--- src/rtl/reg_status_file.sv ---
// reg_status_file
//   Architectural register file plus rename-tag (dependency) table for the
//   Tomasulo issue stage. Each of x1..x31 holds a value and the tag of the
//   in-flight producer (0 = ready). x0 is hard-wired to value 0, tag 0.
//
// Ports
//   clk_in, rst_in      clock (rising edge), synchronous active-low reset
//   rdy_in              global ready; low freezes all state
//   flush_in            mispredict flush: every tag cleared next cycle
//   issue_valid/rd/tag  rename issue_rd to issue_tag (tag 0 or rd 0 ignored)
//   rd_addr             NUM_RD packed 5-bit source indices
//   rd_val, rd_tag      per-port combinational value/tag (val 0 while pending)
//   wb_valid/tag/val    NUM_WB write-back channels; lowest index wins on ties
//   pending_cnt         registered count of registers with a nonzero tag
//
// Configuration
//   REGFILE_CDB_BYPASS_EN  when defined, a read whose tag matches a valid
//                          write-back this cycle returns the write-back value
//                          with tag 0 (combinational wb_* -> rd_* path).
//
// There are no handshakes: every input is sampled on each active clock edge
// and no back-pressure is ever applied.

module reg_status_file #(
  parameter int XLEN   = 32,
  parameter int TAG_W  = 4,
  parameter int NUM_RD = 2,
  parameter int NUM_WB = 2
) (
  input  logic                     clk_in,
  input  logic                     rst_in,
  input  logic                     rdy_in,
  input  logic                     flush_in,
  input  logic                     issue_valid,
  input  logic [4:0]               issue_rd,
  input  logic [TAG_W-1:0]         issue_tag,
  input  logic [NUM_RD*5-1:0]      rd_addr,
  output logic [NUM_RD*XLEN-1:0]   rd_val,
  output logic [NUM_RD*TAG_W-1:0]  rd_tag,
  input  logic [NUM_WB-1:0]        wb_valid,
  input  logic [NUM_WB*TAG_W-1:0]  wb_tag,
  input  logic [NUM_WB*XLEN-1:0]   wb_val,
  output logic [5:0]               pending_cnt
);

  // Entry 0 is never written, so x0 reads back as 0/0 without special cases.
  logic [XLEN-1:0]  r_val [32];
  logic [TAG_W-1:0] r_tag [32];
  logic [5:0]       r_cnt;

  logic [XLEN-1:0]  w_val_nxt [32];
  logic [TAG_W-1:0] w_tag_nxt [32];
  logic [5:0]       w_cnt;

  // Next-state table. Channels are scanned from highest to lowest index so
  // the lowest matching channel is the last writer and wins the value.
  // Matching uses the current tag only, so a register already renamed to a
  // newer tag ignores write-backs of its older producer.
  always_comb begin
    for (int i = 0; i < 32; i++) begin
      w_val_nxt[i] = r_val[i];
      w_tag_nxt[i] = r_tag[i];
    end
    for (int i = 1; i < 32; i++) begin
      for (int k = NUM_WB - 1; k >= 0; k--) begin
        if (wb_valid[k] && (wb_tag[k*TAG_W +: TAG_W] != '0) &&
            (r_tag[i] == wb_tag[k*TAG_W +: TAG_W])) begin
          w_val_nxt[i] = wb_val[k*XLEN +: XLEN];
          w_tag_nxt[i] = '0;
        end
      end
      // Flush drops any same-cycle issue; otherwise issue overrides the tag
      // cleared by a write-back (the value still takes the write-back data).
      if (flush_in) begin
        w_tag_nxt[i] = '0;
      end else if (issue_valid && (issue_tag != '0) && (issue_rd == 5'(i))) begin
        w_tag_nxt[i] = issue_tag;
      end
    end
  end

  always_comb begin
    w_cnt = '0;
    for (int i = 1; i < 32; i++) begin
      if (w_tag_nxt[i] != '0) w_cnt = w_cnt + 6'd1;
    end
  end

  always_ff @(posedge clk_in) begin
    if (!rst_in) begin
      for (int i = 0; i < 32; i++) begin
        r_val[i] <= '0;
        r_tag[i] <= '0;
      end
      r_cnt <= '0;
    end else if (rdy_in) begin
      r_val <= w_val_nxt;
      r_tag <= w_tag_nxt;
      r_cnt <= w_cnt;
    end
  end

  assign pending_cnt = r_cnt;

  // Read ports observe the pre-update state.
  for (genvar p = 0; p < NUM_RD; p++) begin : g_rd
    logic [4:0]       w_addr;
    logic [TAG_W-1:0] w_cur_tag;
    logic [TAG_W-1:0] w_rd_tag;
    logic [XLEN-1:0]  w_rd_val;

    assign w_addr    = rd_addr[p*5 +: 5];
    assign w_cur_tag = r_tag[w_addr];

    always_comb begin
      w_rd_tag = w_cur_tag;
      w_rd_val = (w_cur_tag == '0) ? r_val[w_addr] : '0;
`ifdef REGFILE_CDB_BYPASS_EN
      if (w_cur_tag != '0) begin
        for (int k = NUM_WB - 1; k >= 0; k--) begin
          if (wb_valid[k] && (wb_tag[k*TAG_W +: TAG_W] == w_cur_tag)) begin
            w_rd_tag = '0;
            w_rd_val = wb_val[k*XLEN +: XLEN];
          end
        end
      end
`endif
    end

    assign rd_tag[p*TAG_W +: TAG_W] = w_rd_tag;
    assign rd_val[p*XLEN +: XLEN]   = w_rd_val;
  end

endmodule

--- config.mk ---
export PLATFORM = sky130hd
export DESIGN_NAME = reg_status_file
export DESIGN_NICKNAME = d
export VERILOG_FILES = /design/src/rtl/reg_status_file.sv
export SDC_FILE = /design/constraint.sdc
export NUM_CORES = 2
export LEC_CHECK = 0
export CAP_MARGIN = 10
export CELL_PAD_IN_SITES_DETAIL_PLACEMENT = 2
export CELL_PAD_IN_SITES_GLOBAL_PLACEMENT = 2
export CORE_MARGIN = 8
export CORE_UTILIZATION = 42
export CTS_BUF_LIST = sky130_fd_sc_hd__clkbuf_16
export DETAILED_ROUTE_END_ITERATION = 7
export PLACE_DENSITY = 0.85
export SYNTH_ARGS = -nofsm -noshare
export SYNTH_HDL_FRONTEND = slang
export SYNTH_SLANG_ARGS = --single-unit
--- constraint.sdc ---
create_clock -name clk_in -period 38.3 [get_ports clk_in]
set_input_delay 11.49 -clock clk_in [delete_from_list [all_inputs] [get_ports clk_in]]
set_output_delay 11.49 -clock clk_in [all_outputs]
set_load 0.02 [all_outputs]
==> flow_summary_export.csv <==
group,metric,value,unit
logic_synthesis,synth_edf_count,0,
clock_network,cts_num_sinks,1122,
route,drt-initial-drc-count,8829,
sta,fin_tns_setup,0,ns
clock_network,cts_max_level,4,
worst_setup_path,crit_slowest_cell,"buf_4",
sta,max_freq,29.3,MHz
worst_setup_path,critPathMaxStageDelay,0.90,ns
sta,hold_viol,0,
hold_path,hold_end,"r_val[155]",
clock_network,holdBufCountCts,0,
sta,post-route-min-period,34.18,ns
grt,grt_pass1_wl,567,mm
clock_network,cts_resized,0,
power_and_ir_drop,clkPwrFrac,0.446,
grt,groute.usage.overall,0.381,
worst_setup_path,arrival,34.91,ns
worst_setup_path,reg2regPathDepth,102,
route,dr.pass1.iters,7,
logic_synthesis,synth_cell_types,90,
power_and_ir_drop,p_sw,924,uW
route,num_vias,72300,
power_and_ir_drop,seq_power_share,0.407,
layout,nets,7268,
layout,drive_gt1_frac,0.174,
clock_network,clk_pin_slew,0.06,ns
worst_setup_path,cp-start-kind,"primary input",
hold_path,min_path_type,"reg -> reg",
floorplanning,die_w,446,microns
logic_synthesis,syn_inst,7543,
sta,rsz0062_at_grt,"false",
power_and_ir_drop,irDropWorstVdd,0.0354,mV
worst_setup_path,required,39.03,ns
layout,fillers,18200,
logic_synthesis,async_flop_share,0,
floorplanning,coreArea,183000,sq um
grt,grt_max_degree,140,
logic_synthesis,yosysMostFrequentCell,"dfxtp_1",
floorplanning,dieArea,199000,sq um
logic_synthesis,synth.area.top_cells,"dfxtp_1 (29%), mux4_2 (19%), mux2i_1 (14%), o211a_1 (12%), nand2_1 (5.3%)",
route,detail-route-antenna-nets,0,
route,drc,0,
logic_synthesis,yosysSeqAreaShare,0.290,
power_and_ir_drop,p_per_area,35.0,nW/um^2
power_and_ir_drop,sw_frac_of_total,0.309,
clock_network,cts-root-buf,"clkbuf_16",
hold_path,hold_start,"r_val[155]",
grt,first_global_vias,79200,
hold_path,worstHoldPathCells,1,
sta,worst_pin_slew,1.43,ns
clock_network,postCtsSetupRepairBufs,0,
logic_synthesis,synth.top_cell.area_share,0.290,
place,dp_hpwl,214,mm
worst_setup_path,critical_path_class,"in -> reg",
place,gp_congestion,0.910,
logic_synthesis,syn_area,77500,sq um
clock_network,numCtsBuffers,138,
clock_network,clk_latency,0.86,ns
worst_setup_path,cp_common_cell,"ha_1",
worst_setup_path,cp_max_fo,33,
job,max-cap-violations,0,
grt,antenna_found_initial,18,
place,place.port_buffers,175,
logic_synthesis,ys_ff_latch,1122,
logic_synthesis,yosysTopAreaCell,"dfxtp_1",
sta,fin_ws,4.12,ns
route,wire_per_inst,41.2,microns
grt,grt_overflow_total,0,
power_and_ir_drop,p_total,2990,uW
floorplanning,initial_utilization,0.423,
worst_setup_path,r2r_start,"r_tag[122]",
status,status,"finished clean",
floorplanning,ioPinCount,176,
layout,area_growth,10.3,%
worst_setup_path,cp_top_family,"adder cells",
sta,fin_crit_sh,0.892,
logic_synthesis,synth_common_cells,"dfxtp_1 (1,122), mux2i_1 (1,099), nand2_1 (1,095)",
sta,fin_skew,0.0606,ns
floorplanning,die-height,446,microns
worst_setup_path,r2r_slack,15.56,ns
power_and_ir_drop,power_frac_comb,0.147,
sta,setup_violations,0,
worst_setup_path,endpoint_kind,"flip-flop",
clock_network,clockBufferDepth,3,
sta,slew_violations,0,
floorplanning,rows,157,
sta,slew_headroom,0.0188,
worst_setup_path,cp_num_buf_inv,8,
route,viasPerCell,7.43,
logic_synthesis,yosysWarnings,0,
route,totalWireLength,401,mm
worst_setup_path,r2r_end,"pending_cnt[5]",
clock_network,cts_tree,"done",
power_and_ir_drop,p_int,2070,uW
logic_synthesis,synth_fp_nets,7671,
logic_synthesis,syn_avg_cell_area,10.3,sq um
logic_synthesis,synthFlopType,"dfxtp_1",
place,pre_cts_ws,3.74,ns
power_and_ir_drop,p_leak,0.0426,uW
power by group through the flow:
stage	Combinational, uW	Sequential [uW]	Clock [uW]
global route	448	1220	1370
global placement	382	1230	0
CTS	417	1210	1320
floorplan	268	1230	0
detailed placement	402	1240	0
finish	438	1220	1330
cell type report:
cell class	count	area [sq um]	area share
diodes	20	50.0	0.000585
repair buffers	363	3590	0.0419
clock buffers	143	3580	0.0418
well taps	2464	3080	0.0360
inverters	29	109	0.00127
clock inverters	104	722	0.00844
multi-input cells	5486	52000	0.607
flip-flops and latches	1122	22500	0.263
worst register-to-register path: cells and delay by family, from the launching register on:
kind | cells | cell delay [ns]
simple gates | 37 | 5.66
buf+inv | 6 | 1.31
fa+ha+maj | 28 | 8.29
compound gates | 22 | 4.69
xor+xnor | 3 | 0.65
mux | 6 | 1.55
flops | 1 | 0.51
logic make-up (layout without fill, tap and decap cells):
kind of cell | count (synthesis) | count (layout) | synth area share
AO/OA/AOI/OAI | 1403 | 1403 | 0.163
XOR/XNOR | 374 | 374 | 0.0469
adder cells (fa/ha/maj) | 30 | 30 | 0.00484
buffers and inverters | 935 | 639 | 0.0460
flip-flops | 1122 | 1122 | 0.290
multiplexers | 1834 | 1834 | 0.343
other | 0 | 20 | 0
AND/OR/NAND/NOR | 1845 | 1845 | 0.107
flip-flops by register name (all words and copies together) (netlist names):
register and cells:
r_val 992, pending_cnt 6, r_tag 124
worst max-delay path by stage:
stage,start,endpoint,cells past startpoint
global placement,wb_tag[0],pending_cnt[5],104
CTS,wb_tag[0],pending_cnt[5],104
detailed placement,wb_tag[0],pending_cnt[5],104
floorplan,flush_in,pending_cnt[5],104
global route,wb_tag[0],pending_cnt[5],104
finish,wb_tag[0],pending_cnt[5],104
cells in the final DEF, fill, tap and decap left out, types with 67 or more instances in the layout:
| cell | instances |
|---|---|
| mux4_2 | 648 |
| mux2i_1 | 1097 |
| xnor2_1 | 178 |
| a22o_1 | 83 |
| nor2b_1 | 140 |
| dfxtp_1 | 1122 |
| mux2_2 | 86 |
| nor3_1 | 76 |
| a22oi_1 | 96 |
| clkbuf_16 | 149 |
| and2_1 | 111 |
| buf_4 | 167 |
| o21ai_0 | 114 |
| a21oi_1 | 67 |
| nand2_1 | 1084 |
| o211a_1 | 900 |
| xor2_1 | 165 |
| clkdlybuf4s50_1 | 154 |
| nor2_1 | 160 |
stage by stage:
| stage | instances | hold slack (ns) | cell area, sq um | utilization |
|---|---|---|---|---|
| global placement | 9441 | 0.490 | 80600 | 0.440 |
| floorplan | 7543 | 0.483 | 77500 | - |
| finish | 9731 | 0.520 | 85500 | 0.467 |
| CTS | 9688 | 0.521 | 84900 | 0.463 |
| global route | 9722 | 0.536 | 85500 | 0.467 |
| detailed placement | 9441 | 0.505 | 80600 | 0.440 |
metal layers:
layer | vias up | share of wire | GRT usage | wire length, microns
met4 | 6 | 0.096 | 0.324 | 38500
met5 | - | 0.00012 | 0 | 47
li1 | 27500 | - | - | -
met3 | 2045 | 0.10 | 0.103 | 40900
met1 | 37400 | 0.35 | 0.432 | 140000
met2 | 5411 | 0.45 | 0.596 | 182000
(Power assumes the default switching activity.)
